**src/rtl/sound_mem_arbiter.sv**
```systemverilog
// sound_mem_arbiter
//
// Serves the two sound memory clients (GLU and DOC) on the responder side of
// the sound memory port protocol. It holds one pending request per client,
// picks a winner, and issues requests one at a time to a single upstream
// SDRAM controller port using the same protocol. Read data and ready go back
// only to the client that made the request.
//
// Parameters:
//   DOC_PRIORITY   : 1 = DOC wins when both are pending, 0 = round-robin
//                    (GLU first after reset)
//   TIMEOUT_CYCLES : watchdog limit in clk_i cycles (optional feature only)
//
// Optional feature macro: SOUND_MEM_ARB_TIMEOUT_EN
//   Defined     : a stuck upstream transaction is completed after
//                 TIMEOUT_CYCLES. Reads return 32'hFFFF_FFFF and the sticky
//                 timeout_o flag is set.
//   Not defined : the arbiter waits on the upstream indefinitely and
//                 timeout_o stays 0.
//
// Ports:
//   clk_i, reset_i               : clock, synchronous active-high reset
//   glu_* / doc_* inputs         : client rd/wr strobes, addr, data, byte_en
//   glu_ready_o / doc_ready_o    : 1 = client idle, 0 = request in flight
//   glu_q_o / doc_q_o            : client read data, held until the next read
//   mem_rd_o / mem_wr_o          : upstream one-cycle strobes
//   mem_addr_o/data_o/byte_en_o  : upstream request, held until completion
//   mem_ready_i / mem_q_i        : upstream ready and read data
//   timeout_o                    : sticky watchdog flag

module sound_mem_arbiter #(
    parameter int DOC_PRIORITY   = 1,
    parameter int TIMEOUT_CYCLES = 256
) (
    input  logic        clk_i,
    input  logic        reset_i,
    input  logic        glu_rd_i,
    input  logic        glu_wr_i,
    input  logic [23:0] glu_addr_i,
    input  logic [31:0] glu_data_i,
    input  logic [3:0]  glu_byte_en_i,
    output logic        glu_ready_o,
    output logic [31:0] glu_q_o,
    input  logic        doc_rd_i,
    input  logic        doc_wr_i,
    input  logic [23:0] doc_addr_i,
    input  logic [31:0] doc_data_i,
    input  logic [3:0]  doc_byte_en_i,
    output logic        doc_ready_o,
    output logic [31:0] doc_q_o,
    output logic        mem_rd_o,
    output logic        mem_wr_o,
    output logic [23:0] mem_addr_o,
    output logic [31:0] mem_data_o,
    output logic [3:0]  mem_byte_en_o,
    input  logic        mem_ready_i,
    input  logic [31:0] mem_q_i,
    output logic        timeout_o
);

    localparam int DATA_W = 32;
    localparam int ADDR_W = 24;
    localparam int BE_W   = 4;

    if (TIMEOUT_CYCLES < 2) begin : g_bad_timeout
        $error("TIMEOUT_CYCLES must be at least 2");
    end

    typedef enum logic [1:0] {
        IDLE      = 2'd0,
        ISSUE     = 2'd1,
        WAIT_ACK  = 2'd2,
        WAIT_DONE = 2'd3
    } state_t;

    state_t state;
    state_t state_nxt;

    // Pending slots, one per client
    logic              glu_pend;
    logic              doc_pend;
    logic              glu_op_wr;
    logic              doc_op_wr;
    logic [ADDR_W-1:0] glu_addr_q;
    logic [ADDR_W-1:0] doc_addr_q;
    logic [DATA_W-1:0] glu_data_q;
    logic [DATA_W-1:0] doc_data_q;
    logic [BE_W-1:0]   glu_be_q;
    logic [BE_W-1:0]   doc_be_q;

    // Transaction in flight
    logic              rr_doc;     // 1: DOC is next in round-robin order
    logic              cur_doc;    // 1: current upstream request belongs to DOC
    logic              cur_wr;     // 1: current upstream request is a write

    logic              glu_cap;
    logic              doc_cap;
    logic              win_doc;
    logic              grant;
    logic              mem_done;
    logic              timeout_hit;
    logic              done;
    logic [DATA_W-1:0] done_q;

    assign glu_ready_o = !glu_pend;
    assign doc_ready_o = !doc_pend;

    // Strobes are only looked at while the client is idle.
    assign glu_cap = !glu_pend && (glu_rd_i || glu_wr_i);
    assign doc_cap = !doc_pend && (doc_rd_i || doc_wr_i);

    // DOC wins when it is alone, when it has fixed priority, or when it
    // holds the round-robin turn.
    assign win_doc = doc_pend && (!glu_pend || (DOC_PRIORITY != 0) || rr_doc);
    assign grant   = (state == IDLE) && (glu_pend || doc_pend) && mem_ready_i;

    assign mem_done = (state == WAIT_DONE) && mem_ready_i;
    assign done     = mem_done || timeout_hit;
    // A real completion wins over a watchdog hit in the same cycle.
    assign done_q   = mem_done ? mem_q_i : {DATA_W{1'b1}};

`ifdef SOUND_MEM_ARB_TIMEOUT_EN
    localparam int TO_W = $clog2(TIMEOUT_CYCLES + 1);

    logic [TO_W-1:0] to_cnt;
    logic            waiting;

    assign waiting     = (state == WAIT_ACK) || (state == WAIT_DONE);
    assign timeout_hit = waiting && (to_cnt == TO_W'(TIMEOUT_CYCLES - 1));

    always_ff @(posedge clk_i) begin
        if (reset_i) begin
            to_cnt <= '0;
        end else if (state == ISSUE) begin
            to_cnt <= '0;
        end else if (waiting) begin
            to_cnt <= to_cnt + 1'b1;
        end
    end
`else
    assign timeout_hit = 1'b0;
`endif

    // FSM state register
    always_ff @(posedge clk_i) begin
        if (reset_i) begin
            state <= IDLE;
        end else begin
            state <= state_nxt;
        end
    end

    // FSM next state
    always_comb begin
        state_nxt = state;
        unique case (state)
            IDLE: begin
                if (grant) begin
                    state_nxt = ISSUE;
                end
            end
            ISSUE: begin
                state_nxt = WAIT_ACK;
            end
            WAIT_ACK: begin
                if (timeout_hit) begin
                    state_nxt = IDLE;
                end else if (!mem_ready_i) begin
                    state_nxt = WAIT_DONE;
                end
            end
            WAIT_DONE: begin
                if (done) begin
                    state_nxt = IDLE;
                end
            end
            default: state_nxt = IDLE;
        endcase
    end

    // FSM outputs: the upstream strobe is high for the single ISSUE cycle.
    always_comb begin
        mem_rd_o = 1'b0;
        mem_wr_o = 1'b0;
        if (state == ISSUE) begin
            mem_rd_o = !cur_wr;
            mem_wr_o = cur_wr;
        end
    end

    // Slot payload; only meaningful while the matching pending bit is set.
    // A simultaneous rd and wr is recorded as a write.
    always_ff @(posedge clk_i) begin
        if (glu_cap) begin
            glu_op_wr  <= glu_wr_i;
            glu_addr_q <= glu_addr_i;
            glu_data_q <= glu_data_i;
            glu_be_q   <= glu_byte_en_i;
        end
        if (doc_cap) begin
            doc_op_wr  <= doc_wr_i;
            doc_addr_q <= doc_addr_i;
            doc_data_q <= doc_data_i;
            doc_be_q   <= doc_byte_en_i;
        end
    end

    // Control, upstream request registers and client read data
    always_ff @(posedge clk_i) begin
        if (reset_i) begin
            glu_pend      <= 1'b0;
            doc_pend      <= 1'b0;
            rr_doc        <= 1'b0;
            cur_doc       <= 1'b0;
            cur_wr        <= 1'b0;
            timeout_o     <= 1'b0;
            glu_q_o       <= '0;
            doc_q_o       <= '0;
            mem_addr_o    <= '0;
            mem_data_o    <= '0;
            mem_byte_en_o <= '0;
        end else begin
            // Completion and capture never coincide for one client: a
            // completing client is pending, a capturing one is not.
            if (done && !cur_doc) begin
                glu_pend <= 1'b0;
            end else if (glu_cap) begin
                glu_pend <= 1'b1;
            end
            if (done && cur_doc) begin
                doc_pend <= 1'b0;
            end else if (doc_cap) begin
                doc_pend <= 1'b1;
            end

            // The request registers stay untouched until the next grant,
            // which keeps them stable for the whole upstream transaction.
            if (grant) begin
                cur_doc       <= win_doc;
                rr_doc        <= !win_doc;
                cur_wr        <= win_doc ? doc_op_wr  : glu_op_wr;
                mem_addr_o    <= win_doc ? doc_addr_q : glu_addr_q;
                mem_data_o    <= win_doc ? doc_data_q : glu_data_q;
                mem_byte_en_o <= win_doc ? doc_be_q   : glu_be_q;
            end

            if (done && !cur_wr) begin
                if (cur_doc) begin
                    doc_q_o <= done_q;
                end else begin
                    glu_q_o <= done_q;
                end
            end

            if (timeout_hit && !mem_done) begin
                timeout_o <= 1'b1;
            end
        end
    end

endmodule

```
**config.mk**
```make
export PLATFORM = sky130hd
export DESIGN_NAME = sound_mem_arbiter
export DESIGN_NICKNAME = d
export VERILOG_FILES = /design/src/rtl/sound_mem_arbiter.sv
export SDC_FILE = /design/constraint.sdc
export NUM_CORES = 1
export LEC_CHECK = 0
export CAP_MARGIN = 0
export CORE_MARGIN = 5
export CORE_UTILIZATION = 50
export CTS_CLUSTER_SIZE = 8
export DETAILED_ROUTE_END_ITERATION = 10
export MAX_ROUTING_LAYER = met4
export PLACE_DENSITY_LB_ADDON = 0.08
export SYNTH_ARGS = -nofsm -noshare
export SYNTH_HDL_FRONTEND = slang
export SYNTH_SLANG_ARGS = --single-unit
```
**constraint.sdc**
```tcl
create_clock -name clk_i -period 6.95 [get_ports clk_i]
set_input_delay 1.39 -clock clk_i [delete_from_list [all_inputs] [get_ports clk_i]]
set_output_delay 1.39 -clock clk_i [all_outputs]
set_load 0.01 [all_outputs]
```
==> reports/results.ini, run 1 <==
[finish]
instances_no_fill=1252
drive_gt1_share_pct=11.4
syn2layout_area_growth_pct=43.0
finalNetCount=1164

[pwr]
ir_worst_vdd_mv=0.217
combPwrFrac_pct=17.8
swShare_pct=24.7
p_int_mw=3.15
seq_power_share_pct=42.9
pwr-share-clk_pct=39.3
p_leak_nw=4.65
powerDensity_nw_per_um2=315
switching_power_mw=1.03
power_mw=4.18

[route]
route.vias.total=6319
drt_iter0_drc=351
dr.pass1.iters=5
wire_per_inst_um=18.3
via_per_inst=5.05
ant_nets=0
drt_wl_total_mm=22.9
drc=0

[logic_synthesis]
ys_seq_area_share_pct=67.5
ys_types=34
syn_avg_cell_area_um2=12.9
synth_top_area_share_pct=39.5
syn-instance-count=719
synthTopCellsByArea=edfxtp_1 39%, dfxtp_1 28%, a211oi_2 8.1%
syn_nets=883
yosysWarnings=0
synth.cell_area_um2=9280
ys_seq_elements=252
yosysTopAreaCell=edfxtp_1

[sta]
max_slew.worst_pin.slew_ns=0.998
rsz0062_at_grt=no
slew_viol_final=0
timing.hold.ws_ns=0.450
tns_ns=0
slew_headroom_pct=33.4
hold_violations=0
fin_crit_sh_pct=55.4
finClkSkew_ns=0.0168
max_freq_mhz=260
layout_min_cycle_time_ns=3.85
setup-violations-final=0

[floorplan]
pin_count=288
core_region_area_um2=18100
start_util_pct=51.1
rows=49
die_height_um=146
dieArea_um2=21400
die_x_um=146

[worst_setup_path]
path_class=reg -> out
cp.arrival_ns=2.46
end_kind=output pin
start_kind=flip-flop
critPathRequiredTime_ns=5.56
cp_max_fo=54

[min_path]
hp-class=reg -> reg

[placed_design]
portBuffers=286
place_inst=1190
gp_congestion=0.786
dp_hpwl_mm=14.9

[outcome]
status=completed

[grt]
grt_pass1_wl_mm=35.3
overflow=0
grt_pass1_vias=6585
grt_usage_pct=21.6
met3_usage_pct=7.44
antenna_found_initial=0
grt_use_met1_pct=25.2
grtUsageMet2_pct=34.2
grt_max_degree=74
grt.busiest_layer=met2

[clock_network]
cts_sinks=252
cts_resized=0
cts_buffers=37
clk_latency_ns=0.50
cts_buffer_depth=3
htree_levels=2
postCtsSetupBuffers=0
cts_tree=done
cts-root-buf=clkbuf_16
clkTransAtPathRegs_ns=0.05
cts_hold_buffers=0

[job]
max_cap_violations=0

synthesized netlist by cell type, drive strengths merged:
cell     count
a211oi      62
a21oi       64
a311oi       1
a32oi        1
and2         1
and4b        1
and4bb       1
buf         35
clkbuf      18
conb         1
dfxtp      130
edfxtp     122
ha           5
inv          5
mux2         1
mux2i       63
nand2      129
nand2b       3
nand3        1
nand4b       1
nand4bb      1
nor2        68
nor2b        1
nor3         1
o211a        1
o21bai       1
o32a         1
metal layers:
layer  wire length, um  vias to the layer above
li1                  -                     3106
met1              9100                     2940
met2             11000                      221
met3              1960                       52
met4               822                        0
met5                 0                        -
final cells by class:
type                    instances  area, um2
inverters                       5       18.8
clock buffers                  60       1080
diodes                          1       2.50
fillers                      1286       4870
multi-input cells             409       2690
clock inverters                 1       8.76
repair buffers                295       2930
well taps                     229        287
flip-flops and latches        252       6270
power by group through the flow:
stage	logic (mW)	registers, mW	clock network (mW)
floorplan	0.393	1.85	0
global placement	0.736	1.82	0
detailed placement	0.751	1.82	0
CTS	0.755	1.79	1.68
global route	0.807	1.81	1.75
finish	0.743	1.79	1.64
sequential cells by signal, indices dropped and copies added, names as in the netlist, 24 cells and up:
name        cells
glu_addr_q     24
doc_data_q     32
mem_data_o     32
glu_q_o        32
mem_addr_o     24
doc_q_o        32
doc_addr_q     24
glu_data_q     32
critical path: stages, from the launching register on:
cell and delay [ns]:
dfxtp_4 0.49, buf_4 0.82, inv_1 0.10, clkdlybuf4s50_1 0.52
stage by stage:
stage | worst slack [ns] | instance area (um2) | utilization (%)
detailed placement | 2.83 | 12200 | 67.2
global route | 2.96 | 13300 | 73.1
CTS | 3.04 | 13300 | 73.1
finish | 3.10 | 13300 | 73.2
global placement | 2.93 | 12200 | 67.2
floorplan | 2.46 | 9280 | -
cells in the final DEF, fill, tap and decap left out, types with 2 or more instances in the layout:
| master | Yosys | final |
|---|---|---|
| inv_1 | 5 | 5 |
| buf_4 | 4 | 10 |
| nand2b_1 | 3 | 3 |
| ha_1 | 5 | 5 |
| a211oi_1 | 2 | 2 |
| edfxtp_1 | 122 | 122 |
| mux2i_1 | 63 | 63 |
| clkbuf_16 | 0 | 40 |
| nor2_1 | 68 | 66 |
| nand2_1 | 129 | 129 |
| nor2_4 | 0 | 2 |
| clkdlybuf4s50_1 | 0 | 285 |
| dfxtp_1 | 130 | 129 |
| a21oi_1 | 64 | 64 |
| a211oi_2 | 60 | 60 |
| clkbuf_1 | 14 | 20 |
worst paths after layout:
kind / start / to / slack (ns) / depth (start not counted)
max reg2reg: doc_pend / doc_data_q[27] / 4.27 / 3
max: doc_pend / doc_ready_o / 3.10 / 3
min reg2reg: glu_q_o[28] / glu_q_o[28] / 0.45 / 2
min: glu_q_o[28] / glu_q_o[28] / 0.45 / 2
kinds of logic after synthesis:
kind of cell    count (synthesis)  synth area share (%)
compound gates                131                  12.2
fa+ha+maj                       5                 0.674
buf+inv                        58                  3.80
flops                         252                  67.5
mux                            64                  6.92
other cells                     1                0.0404
simple gates                  208                  8.87
No activity file was read; power rests on OpenSTA's default activity.
==> run 2, diff against run 1 <==
--- a/config.mk
+++ b/config.mk
@@ -7,7 +7,7 @@
 export LEC_CHECK = 0
 export CAP_MARGIN = 0
 export CORE_MARGIN = 5
-export CORE_UTILIZATION = 50
+export CORE_UTILIZATION = 42
 export CTS_CLUSTER_SIZE = 8
 export DETAILED_ROUTE_END_ITERATION = 10
 export MAX_ROUTING_LAYER = met4
==> constraint.sdc (replaced) <==
create_clock -name clk_i -period 3.2 [get_ports clk_i]
set_input_delay 0.64 -clock clk_i [delete_from_list [all_inputs] [get_ports clk_i]]
set_output_delay 0.64 -clock clk_i [all_outputs]
set_load 0.01 [all_outputs]
==> run 2 against run 1 <==
Compared with the run above: die area grew 18%; via count rose by 1.0%; clock-buffer cell count stayed put; global-route usage shrank 2.8 points; combinational power is 120% higher; routed wire length rose by 2.8%; non-clock buffer count up 7; setup slack got worse by 2.4 ns; core utilization down 11 points; sequential power is 120% higher; flip-flop and latch count did not move; sequential share of layout area fell by 0.65 points; critical path type unchanged.
==> reports/results.ini, run 2 (synthesis results as in run 1) <==
[floorplan]
dieArea_um2=25200  ; +18%
start_util_pct=42.5  ; -8.6 points
core_region_area_um2=21800  ; +20%
die_x_um=159  ; +8.5%
pin_count=288  ; unchanged
die_height_um=159  ; +8.5%
rows=54  ; +10%

[clock_network]
clkTransAtPathRegs_ns=0.05  ; about the same
cts_buffers=37  ; unchanged
cts_sinks=252  ; unchanged
cts-root-buf=clkbuf_16
htree_levels=2  ; unchanged
cts_hold_buffers=0  ; unchanged
cts_buffer_depth=3  ; unchanged
postCtsSetupBuffers=0  ; unchanged
cts_resized=0  ; unchanged
clk_latency_ns=0.50  ; about the same
cts_tree=done

[grt]
grt_max_degree=84  ; +14%
grt_usage_pct=18.8  ; -2.8 points
antenna_found_initial=1  ; +1
grt_pass1_wl_mm=35.8  ; +1.5%
grt_pass1_vias=6608  ; +0.35%
overflow=0  ; unchanged

[route]
drt_wl_total_mm=23.5  ; +2.8%
route.vias.total=6382  ; +1.0%
ant_nets=0  ; unchanged
wire_per_inst_um=17.9  ; -1.9%
drc=0  ; unchanged
drt_iter0_drc=227  ; -35%
via_per_inst=4.86  ; -3.6%
dr.pass1.iters=6  ; +1

[worst_setup_path]
slowest_stage=clkdlybuf4s50_1
path_class=reg -> out
end_kind=output pin
cpPeakStageDelay_ns=0.51  ; -0.31 ns
start_kind=flip-flop
cp.arrival_ns=1.83  ; -0.63 ns
critPathRequiredTime_ns=2.56  ; -3.00 ns
r2r_end=mem_addr_o[16]
path_buf_inv=2  ; -1
path_cells=inv_1 -> ha_1 -> and2_1 -> clkdlybuf4s50_1
cp_max_fo=4  ; -93%
ff2ff_setup_slack_ns=1.18  ; -3.09 ns
crit-reg2reg-launch=doc_pend
reg2regPathDepth=4  ; +1
critical-path-top-delay-family=buffers and inverters

[min_path]
holdCritStartpoint=doc_q_o[18]
holdPathStages=2  ; unchanged
hp-class=reg -> reg
min_to=doc_q_o[18]

[sta]
setup-violations-final=0  ; unchanged
slew_headroom_pct=60.1  ; +27 points
layout_min_cycle_time_ns=2.47
rsz0062_at_grt=no
finClkSkew_ns=0.0122  ; -0.00458 ns
fin_crit_sh_pct=77.1
hold_violations=0  ; unchanged
slew_viol_final=0  ; unchanged
max_freq_mhz=405
max_slew.worst_pin.slew_ns=0.599  ; -0.399 ns
tns_ns=0  ; unchanged

[placed_design]
dp_hpwl_mm=15.5  ; +3.6%
portBuffers=286  ; unchanged
gp_congestion=0.807  ; +2.7%

[finish]
fillers=1748  ; +36%
finalNetCount=1171  ; +0.60%
final_cell_mix=285 x clkdlybuf4s50_1, 129 x nand2_1, 129 x dfxtp_1
syn2layout_area_growth_pct=45.0
drive_gt1_share_pct=12.1  ; +0.60 points
final_common_cell=clkdlybuf4s50_1

[pwr]
power_mw=9.15  ; +120%
ir_worst_vdd_mv=0.446  ; +110%
powerDensity_nw_per_um2=680  ; +120%
p_leak_nw=4.70  ; +1.2%

[job]
max_cap_violations=0  ; unchanged

[outcome]
status=completed

[run 2: changes by cell type in the layout (fill, tap and decap cells not counted), sizes merged]
cell and delta:
buf +7, diode +2
[run 2: worst max path at each step]
stage / start / end / slack, ns / cells after the start
after CTS: doc_pend / doc_ready_o / 0.70 / 2
after global routing: state[1] / mem_wr_o / 0.66 / 4
after floorplan: doc_pend / doc_addr_q[0] / 0.40 / 4
after detailed placement: mem_ready_i / mem_addr_o[16] / 0.60 / 5
after global placement: mem_ready_i / mem_addr_o[23] / 0.68 / 5
final: state[1] / mem_wr_o / 0.73 / 4
[run 2: final cells by class]
cell class | count | area, um2 | area share, %
clock buffer | 60 | 1080 | 7.99
antenna | 3 | 7.51 | 0.0558
clock inverter | 1 | 8.76 | 0.0651
timing repair buffer | 302 | 3040 | 22.6
sequential | 252 | 6270 | 46.6
multi-input combinational | 409 | 2690 | 19.9
tap | 280 | 350 | 2.60
inverter | 5 | 18.8 | 0.139
[run 2: layer usage]
layer | part of all wire (%) | track usage (%) | vias to the layer above
met4 | 2.9 | 6.86 | 0
met1 | 42 | 23.6 | 2989
li1 | - | - | 3115
met5 | 0 | - | -
met2 | 46 | 28.3 | 230
met3 | 9.4 | 6.55 | 48
[run 2: worst min-delay path: stages, from the launching register on]
cell	delay, ns
dfxtp_1	0.30
nand2_1	0.05
a21oi_1	0.05
[run 2: where the power goes]
part	switching, mW	internal, mW
registers	0.166	3.74
clock network	1.32	2.27
logic	0.798	0.856
[run 2: per-stage QoR]
stage               worst slack (ns)  hold WS, ns  util, %  cell area, um2  cells
global placement               0.675        0.440     56.7           12400   1248
CTS                            0.698        0.453     61.6           13500   1309
floorplan                      0.401        0.481        -            9290    719
detailed placement             0.596        0.446     56.7           12400   1248
finish                         0.734        0.449     61.7           13500   1312
global route                   0.659        0.468     61.7           13500   1310
